### src/rtl/booth_multiplier_param_if.sv
// Control and data bundle shared by the radix-4 Booth multiplier and its requester.
// The master drives the start/clear strobes and the operands. The slave returns the product and status.
interface booth_multiplier_param_if #(
  parameter int WIDTH = 64
);
  logic                 op_start;
  logic                 op_clear;
  logic                 signed_mode;
  logic [WIDTH-1:0]     multiplier;
  logic [WIDTH-1:0]     multiplicand;
  logic [2*WIDTH-1:0]   result;
  logic                 busy;
  logic                 op_done;

  modport master (
    output op_start, op_clear, signed_mode, multiplier, multiplicand,
    input  result, busy, op_done
  );

  modport slave (
    input  op_start, op_clear, signed_mode, multiplier, multiplicand,
    output result, busy, op_done
  );
endinterface

### src/rtl/booth_multiplier_param.sv
// Sequential radix-4 Booth multiplier that retires one Booth digit per clock.
// Both operands are widened by two bits so that one datapath handles signed and unsigned operation.
module booth_multiplier_param #(
  parameter int WIDTH = 64,
  parameter int CNT_W = $clog2(WIDTH/2+2)
) (
  input  logic                    clk,
  input  logic                    reset_n,
  booth_multiplier_param_if.slave bus
);
  localparam int XW = WIDTH + 2;
  localparam int AW = 2*WIDTH + 4;
  localparam int N  = WIDTH/2 + 1;
  localparam logic [CNT_W-1:0] LAST = CNT_W'(N-1);

  if ((WIDTH % 2) != 0 || WIDTH < 4) begin : g_width_check
    $error("booth_multiplier_param: WIDTH must be even and >= 4");
  end

  typedef enum logic [1:0] {S_IDLE, S_EXEC, S_DONE} state_t;

  state_t               state_reg, state_next;
  logic [XW:0]          mplr_reg, mplr_next;
  logic [AW-1:0]        mcand_reg, mcand_next;
  logic [AW-1:0]        acc_reg, acc_next;
  logic [2*WIDTH-1:0]   result_reg, result_next;
  logic [CNT_W-1:0]     cnt_reg, cnt_next;

  logic [XW-1:0]        ext_mplr;
  logic [XW-1:0]        ext_mcand;
  logic [AW-1:0]        multiple;
  logic [AW-1:0]        acc_sum;

  assign ext_mplr[WIDTH-1:0]  = bus.multiplier;
  assign ext_mcand[WIDTH-1:0] = bus.multiplicand;
  for (genvar gi = WIDTH; gi < XW; gi++) begin : g_ext
    assign ext_mplr[gi]  = bus.signed_mode & bus.multiplier[WIDTH-1];
    assign ext_mcand[gi] = bus.signed_mode & bus.multiplicand[WIDTH-1];
  end

  // mcand_reg is shifted left by two every step, so it already carries the 4^counter weight.
  always_comb begin
    multiple = '0;
    case (mplr_reg[2:0])
      3'b001, 3'b010: multiple = mcand_reg;
      3'b011:         multiple = mcand_reg << 1;
      3'b100:         multiple = -(mcand_reg << 1);
      3'b101, 3'b110: multiple = -mcand_reg;
      default:        multiple = '0;
    endcase
  end

  assign acc_sum = acc_reg + multiple;

  always_comb begin
    state_next  = state_reg;
    mplr_next   = mplr_reg;
    mcand_next  = mcand_reg;
    acc_next    = acc_reg;
    result_next = result_reg;
    cnt_next    = cnt_reg;

    if (bus.op_clear) begin
      state_next  = S_IDLE;
      mplr_next   = '0;
      mcand_next  = '0;
      acc_next    = '0;
      result_next = '0;
      cnt_next    = '0;
    end else begin
      case (state_reg)
        S_IDLE: begin
          if (bus.op_start) begin
            mplr_next  = {ext_mplr, 1'b0};
            mcand_next = {{(AW-XW){ext_mcand[XW-1]}}, ext_mcand};
            acc_next   = '0;
            cnt_next   = '0;
            state_next = S_EXEC;
          end
        end
        S_EXEC: begin
          acc_next   = acc_sum;
          mplr_next  = {mplr_reg[XW], mplr_reg[XW], mplr_reg[XW:2]};
          mcand_next = mcand_reg << 2;
          cnt_next   = cnt_reg + 1'b1;
          if (cnt_reg == LAST) begin
            result_next = acc_sum[2*WIDTH-1:0];
            state_next  = S_DONE;
          end
        end
        S_DONE: begin
          state_next = S_DONE;
        end
        default: begin
          state_next = S_IDLE;
        end
      endcase
    end
  end

  always_ff @(posedge clk or negedge reset_n) begin
    if (!reset_n) begin
      state_reg  <= S_IDLE;
      mplr_reg   <= '0;
      mcand_reg  <= '0;
      acc_reg    <= '0;
      result_reg <= '0;
      cnt_reg    <= '0;
    end else begin
      state_reg  <= state_next;
      mplr_reg   <= mplr_next;
      mcand_reg  <= mcand_next;
      acc_reg    <= acc_next;
      result_reg <= result_next;
      cnt_reg    <= cnt_next;
    end
  end

  assign bus.result  = result_reg;
  assign bus.busy    = (state_reg == S_EXEC);
  assign bus.op_done = (state_reg == S_DONE);
endmodule

### src/flat_wrapper.sv
// flat-port wrapper written by rule: the top's interface ports become plain ports
module booth_multiplier_param_flat 
#(
  parameter int WIDTH = 64,
  parameter int CNT_W = $clog2(WIDTH/2+2)
)
  (clk, reset_n, bus_op_start, bus_op_clear, bus_signed_mode, bus_multiplier, bus_multiplicand, bus_result, bus_busy, bus_op_done);
  booth_multiplier_param_if #(.WIDTH(WIDTH)) bus_i ();
  input  logic clk;
  input  logic reset_n;
  input wire logic [$bits(bus_i.op_start)-1:0] bus_op_start;
  input wire logic [$bits(bus_i.op_clear)-1:0] bus_op_clear;
  input wire logic [$bits(bus_i.signed_mode)-1:0] bus_signed_mode;
  input wire logic [$bits(bus_i.multiplier)-1:0] bus_multiplier;
  input wire logic [$bits(bus_i.multiplicand)-1:0] bus_multiplicand;
  output wire logic [$bits(bus_i.result)-1:0] bus_result;
  output wire logic [$bits(bus_i.busy)-1:0] bus_busy;
  output wire logic [$bits(bus_i.op_done)-1:0] bus_op_done;
  assign bus_i.op_start = bus_op_start;
  assign bus_i.op_clear = bus_op_clear;
  assign bus_i.signed_mode = bus_signed_mode;
  assign bus_i.multiplier = bus_multiplier;
  assign bus_i.multiplicand = bus_multiplicand;
  assign bus_result = bus_i.result;
  assign bus_busy = bus_i.busy;
  assign bus_op_done = bus_i.op_done;
  booth_multiplier_param #(.WIDTH(WIDTH), .CNT_W(CNT_W)) u_core (.clk(clk), .reset_n(reset_n), .bus(bus_i));
endmodule
### config.mk
export PLATFORM = sky130hd
export DESIGN_NAME = booth_multiplier_param_flat
export DESIGN_NICKNAME = d
export VERILOG_FILES = /design/src/rtl/booth_multiplier_param_if.sv /design/src/rtl/booth_multiplier_param.sv /design/src/flat_wrapper.sv
export SDC_FILE = /design/constraint.sdc
export NUM_CORES = 2
export LEC_CHECK = 0
export CAP_MARGIN = 20
export CORE_UTILIZATION = 45
export DETAILED_ROUTE_END_ITERATION = 7
export SETUP_SLACK_MARGIN = 0.15
export SYNTH_ARGS = -nofsm -noshare
export SYNTH_HDL_FRONTEND = slang
export SYNTH_SLANG_ARGS = --single-unit
### constraint.sdc
create_clock -name clk -period 17.2 [get_ports clk]
set_input_delay 1.72 -clock clk [delete_from_list [all_inputs] [get_ports clk]]
set_output_delay 1.72 -clock clk [all_outputs]
set_load 0.05 [all_outputs]
* After elaboration in Yosys (flattened, before gate mapping)
Cells that the tools add are included.
** Storage, ports and cells
- Register bits :: 467
- Logic and storage cells :: 57
** Operators by class
- Equality and inequality tests :: 12
- Reductions and logical operators :: 12
- Add/subtract/negate cells :: 4
- Bitwise gates (word level) :: 2
- Mux-type cells :: 20
** Operator list (count)
- 2-to-1 mux 132 bit :: 4
- one-hot mux 132 bit (2 select lines) :: 2
- one-hot mux 132 bit (4 select lines) :: 1
- 2-to-1 mux 128 bit :: 3
- negation 132 bit :: 2
- 2-to-1 mux 67 bit :: 2
- one-hot mux 67 bit (2 select lines) :: 1
- adder 132 bit :: 1
- 2-to-1 mux 6 bit :: 2
- one-hot mux 6 bit (2 select lines) :: 1
- equality test 3 bit (second input constant) :: 3
- nonzero test 2 bit :: 4
- adder 6 x 1 -> 6 bit (second input constant) :: 1
- equality test 3 x 2 -> 1 bit (second input constant) :: 2
- equality test 6 bit (second input constant) :: 1
- 2-to-1 mux 2 bit :: 3
- one-hot mux 2 bit (3 select lines) :: 1
- AND reduction 2 bit :: 3
- OR reduction 2 bit :: 2
- equality test 3 x 1 -> 1 bit (second input constant) :: 1
- != test 3 x 2 -> 1 bit (second input constant) :: 1
- != test 3 bit (second input constant) :: 1
- AND reduction 3 bit :: 1
- nonzero test 3 bit :: 1
- other kinds (5) :: 6

* Logic depth before layout (Yosys ltp)
- Depth in word-level cells :: 7
- Gate-level depth with buffers :: 27
- Gate-level depth less buffers :: 25

* Worst setup path before layout
No wires, ideal clock.
- Kind :: flip-flop to flip-flop
- Start :: register u_core.mcand_reg[46]
- End :: register u_core.acc_reg[118]
- Clock period less this slack :: 6.588 ns
- Library setup time :: 0.120 ns
- Stages on the path, launching flop included :: 27
- Arrival :: 6.468 ns
- Data required time :: 17.080 ns
- Setup slack :: 10.612 ns
- Cells stage by stage :: dfrtp_1 -> buf_6 -> or4_4 -> or4_1 -> buf_2 -> or4b_4 -> nor3_1 -> nand3_1 -> or3_1 -> nor3_1 -> xor2_1 -> o21ai_0 -> o21ai_0 -> a21oi_1 -> ha_1 -> clkbuf_1 -> nand4_1 -> or3_1 -> or2_2 -> nor3_1 -> a21boi_0 -> o211a_1 -> o21a_1 -> a21oi_1 -> a21boi_0 -> xnor2_1 -> a31o_2
** On the way
- Longest elaborated chain between the ends :: 5
- Elaborated cells on any way between the ends :: 6
- Those cells by class :: 3 x add/sub; 3 x mux
** RTL lines
- from (decl) :: line booth_multiplier_param.sv:24 : logic [AW-1:0] mcand_reg, mcand_next;
- from (signal assigned) :: line booth_multiplier_param.sv:112 : mcand_reg <= mcand_next;
- negation 132 bit (on tied branches) :: line booth_multiplier_param.sv:48, booth_multiplier_param.sv:47
- one-hot mux 132 bit (4 select lines) (*) :: line booth_multiplier_param.sv:44 : case (mplr_reg[2:0])
- adder 132 bit (*) :: line booth_multiplier_param.sv:53 : assign acc_sum = acc_reg + multiple;
- one-hot mux 132 bit (2 select lines) (*) :: line booth_multiplier_param.sv:71 : case (state_reg)
- 2-to-1 mux 132 bit (*) :: line booth_multiplier_param.sv:63 : if (bus.op_clear) begin
- to (signal assigned) :: line booth_multiplier_param.sv:113 : acc_reg <= acc_next;
- to (decl) :: line booth_multiplier_param.sv:25 : logic [AW-1:0] acc_reg, acc_next;
Mark *: on every way between the ends. The rest lies on a longest branch, timed or not.
A chain may end at the register's enable or synchronous reset.

* Worst setup path after layout
- Start :: register u_core.mcand_reg[6]
- End :: register u_core.result_reg[123] (netlist: u_core.bus.result[123])
** On the way
- Longest elaborated chain between the ends :: 6
- Elaborated cells on any way between the ends :: 7
- Those cells by class :: 3 x add/sub; 4 x mux
** RTL lines
- negation 132 bit (on tied branches) :: line booth_multiplier_param.sv:48, booth_multiplier_param.sv:47
- one-hot mux 132 bit (4 select lines) (*) :: line booth_multiplier_param.sv:44
- adder 132 bit (*) :: line booth_multiplier_param.sv:53
- 2-to-1 mux 128 bit (*) :: line booth_multiplier_param.sv:86 : if (cnt_reg == LAST) begin
- 2-to-1 mux 128 bit (*) :: line booth_multiplier_param.sv:71
- 2-to-1 mux 128 bit (*) :: line booth_multiplier_param.sv:63
- to (signal assigned) :: line booth_multiplier_param.sv:114 : result_reg <= result_next;
- to (decl) :: line booth_multiplier_param.sv:26 : logic [2*WIDTH-1:0] result_reg, result_next;
Mark *: on every way between the ends. The rest lies on a longest branch, timed or not. The select of a mux whose other input is x is not followed.

==> results.sh <==
export IMPL_p_clk_share_pct=20.5
export IMPL_hp_class="reg -> reg"
export IMPL_final_cell_mix="nand2_1 (695), o21ai_0 (459), dfrtp_1 (456), a21oi_1 (274), clkdlybuf4s50_1 (260)"
export IMPL_p_sw_w=0.00303
export IMPL_worst_slew_pin_slew_ns=1.13
export IMPL_max_freq_mhz=115
export IMPL_cts_resized_gates=0
export IMPL_num_fill_cells=7189
export IMPL_outcome="completed"
export IMPL_skew_ns=0.0282
export IMPL_grt_total_usage_pct=31.3
export IMPL_core_mm2=0.0746
export IMPL_p_leak_nw=16.5
export IMPL_fin_area_mm2=0.0388
export IMPL_wl_per_cell_um=23.4
export IMPL_use_met2_pct=48.9
export IMPL_cp_required_ns=17.76
export IMPL_p_seq_share_pct=27.4
export IMPL_async_reset_ff_share_pct=100
export IMPL_cts_hold_buffers=0
export IMPL_antenna_found_initial=1
export IMPL_busiest_layer="met2"
export IMPL_fp_dieW_um=277
export IMPL_synth_fp_nets=4527
export IMPL_rows=100
export IMPL_dieArea_mm2=0.0766
export IMPL_postCtsSetupRepairBufs=0
export IMPL_nets=4515
export IMPL_dpl_hpwl_um=87600
export IMPL_drc_errors=0
export IMPL_syn_mean_instance_area_um2=7.97
export IMPL_min_period_ns=8.71
export IMPL_tns_ns=0
export IMPL_setup_violations=0
export IMPL_cts_tree="done"
export IMPL_grt_ovfl_total=0
export IMPL_rsz0062_at_grt="no"
export IMPL_power_internal_w=0.00314
export IMPL_synth_seq_cells=459
export IMPL_cp_end_kind="flip-flop"
export IMPL_clk_latency_ns=0.64
export IMPL_root_buffer="clkbuf_16"
export IMPL_dr_pass1_iters=6
export IMPL_initial_core_util_pct=45.5
export IMPL_postRouteAntennaNets=0
export IMPL_routabilityCongestion=1.02
export IMPL_grt_pass1_wl_um=188000
export IMPL_slew_viol_final=0
export IMPL_crit_fanout=9
export IMPL_finalCritPeriodShare_pct=50.7
export IMPL_grt_pass1_vias=30800
export IMPL_relSlewSlack_pct=24.0
export IMPL_syn_inst=4259
export IMPL_io_pins=263
export IMPL_cts_buffers=55
export IMPL_placed_area_mm2=0.0368
export IMPL_clk_path_buf_depth=3
export IMPL_drv_cap=0
export IMPL_power_density_mw_per_mm2=159
export IMPL_critical_path_class="reg -> reg"
export IMPL_synth_main_ff_cell="dfrtp_1"
export IMPL_yosys_cell_types_count=78
export IMPL_vias_per_cell=6.19
export IMPL_drtIter0Drc=3099
export IMPL_clk_pin_slew_ns=0.06
export IMPL_grt_util_met1_pct=44.1
export IMPL_hold_viol=0
export IMPL_multi_input_area_mm2=0.0209
export IMPL_synth_edf_count=0
export IMPL_cp_start_kind="flip-flop"
export IMPL_final_common_cell="nand2_1"
export IMPL_drive_gt1_share_pct=4.78
export IMPL_cts_sinks=459
export IMPL_port_buffers=262
export IMPL_combPwrFrac_pct=52.2
export IMPL_swShare_pct=49.1
export IMPL_regArea_mm2=0.0115
export IMPL_synthToLayoutAreaGrowth_pct=14.2
export IMPL_grt_use_met3_pct=4.33
export IMPL_peakVddDrop_uv=111
export IMPL_ys_seq_area_share_pct=33.8
export IMPL_wl_um=123000
export IMPL_grt_max_degree=204
export IMPL_crit_arrival_ns=9.27
export IMPL_synth_area_mm2=0.0340
export IMPL_yosysWarnings=0
export IMPL_htreeDepth=2
export IMPL_die_h_um=277
export IMPL_vias=32600
==> stage by stage <==
stage | setup slack (ns) | hold slack [ns] | util (%) | cells | power (W)
finish | 8.49 | 0.474 | 52.0 | 5260 | 0.00616
global route | 8.10 | 0.499 | 52.0 | 5259 | 0.00653
CTS | 8.74 | 0.479 | 52.0 | 5259 | 0.00613
detailed placement | 8.77 | 0.466 | 49.4 | 5159 | 0.00485
global placement | 8.84 | 0.458 | 49.4 | 5159 | 0.00485
floorplan | 10.61 | 0.445 | - | 4259 | 0.00389
==> critical path, cell delays in order, from the launching register on <==
cell and delay [ns]:
dfrtp_1 0.47, or4_1 0.59, nor4b_1 0.62, nand4_1 0.16
buf_4 0.23, nor2_1 0.31, nand2_1 0.22, or4_1 0.58
nor4_1 0.56, nand3_1 0.22, a21oi_1 0.21, o221ai_1 0.17
o21ai_0 0.44, ha_1 0.32, nand4_1 0.29, nor4_1 0.87
nand3_1 0.15, o32ai_1 0.62, nor4_1 0.28, o21bai_1 0.44
nand3_1 0.24, or4_1 0.52, nand3_1 0.09
==> area by class of cell <==
cell class	count	share of cell area, %
Antenna cell	1	0.00645
Clock buffer	71	3.94
Clock inverter	29	1.04
Inverter	68	0.658
Multi-Input combinational cell	3350	53.8
Sequential cell	459	29.6
Tap cell	969	3.13
Timing Repair Buffer	313	7.82
==> kinds of logic after synthesis <==
family | count (synthesis) | synth area share, %
xor gates and xnor gates | 257 | 6.65
adders and majority gates | 135 | 5.00
AOI/OAI and AO/OA | 1424 | 26.9
muxes | 130 | 3.84
DFF | 459 | 33.8
buffers and inverters | 450 | 5.07
and+or+nand+nor | 1404 | 18.7
==> path summary, 6_finish.rpt <==
check	start	to	slack [ns]	cells past startpoint
setup / recovery	u_core.mcand_reg[6]	u_core.bus.result[123]	8.49	22
min in group asynchronous	reset_n	u_core.bus.result[65]	1.16	1
hold reg to reg	u_core.mplr_reg[51]	u_core.mplr_reg[51]	0.47	2
max in group asynchronous	reset_n	u_core.mplr_reg[40]	13.70	3
hold / removal	u_core.mplr_reg[51]	u_core.mplr_reg[51]	0.47	2
setup reg to reg	u_core.mcand_reg[6]	u_core.bus.result[123]	8.49	22
==> Yosys cell counts (5+ instances only) <==
| master | number | share of area [%] |
|---|---|---|
| a211oi_1 | 18 | 0.40 |
| a21boi_0 | 8 | 0.18 |
| a21o_1 | 56 | 1.2 |
| a21oi_1 | 274 | 4.0 |
| a221o_1 | 12 | 0.35 |
| a221oi_1 | 15 | 0.39 |
| a22o_1 | 152 | 3.9 |
| a22oi_1 | 105 | 2.3 |
| a31o_2 | 6 | 0.15 |
| a31oi_1 | 30 | 0.55 |
| and2_1 | 10 | 0.18 |
| and3_1 | 12 | 0.22 |
| and4_1 | 5 | 0.13 |
| buf_1 | 19 | 0.21 |
| buf_2 | 5 | 0.074 |
| clkbuf_1 | 353 | 3.9 |
| dfrtp_1 | 459 | 34 |
| ha_1 | 134 | 4.9 |
| inv_1 | 68 | 0.75 |
| mux2i_1 | 129 | 3.8 |
| nand2_1 | 697 | 7.7 |
| nand2b_1 | 41 | 0.76 |
| nand3_1 | 49 | 0.72 |
| nand3b_1 | 5 | 0.11 |
| nand4_1 | 89 | 1.6 |
| nor2_1 | 250 | 2.8 |
| nor2b_1 | 16 | 0.29 |
| nor3_1 | 86 | 1.3 |
| nor4_1 | 30 | 0.55 |
| nor4b_1 | 6 | 0.15 |
| o211ai_1 | 11 | 0.24 |
| o21a_1 | 22 | 0.49 |
| o21ai_0 | 459 | 6.8 |
| o21bai_1 | 42 | 0.93 |
| o221ai_1 | 15 | 0.39 |
| o22ai_1 | 5 | 0.092 |
| o31ai_1 | 154 | 3.4 |
| or2_2 | 20 | 0.37 |
| or3_1 | 49 | 0.90 |
| or4_1 | 25 | 0.55 |
| xnor2_1 | 132 | 3.4 |
| xor2_1 | 124 | 3.2 |
==> power by group through the flow <==
stage	combinational, W	sequential [W]	clock, W
floorplan	0.00242	0.00148	0
global placement	0.00316	0.00168	0
detailed placement	0.00316	0.00169	0
CTS	0.00317	0.00167	0.00129
global route	0.00348	0.00172	0.00133
finish	0.00321	0.00169	0.00126
==> routing by layer <==
| layer | wire (um) | vias to the layer above | share of wire, % |
|---|---|---|---|
| met5 | 0 | - | 0 |
| met4 | 4480 | 0 | 3.6 |
| met3 | 7960 | 224 | 6.5 |
| met2 | 55100 | 1203 | 45 |
| met1 | 55400 | 15700 | 45 |
| li1 | - | 15400 | - |
No activity file was read; power rests on OpenSTA's default activity.
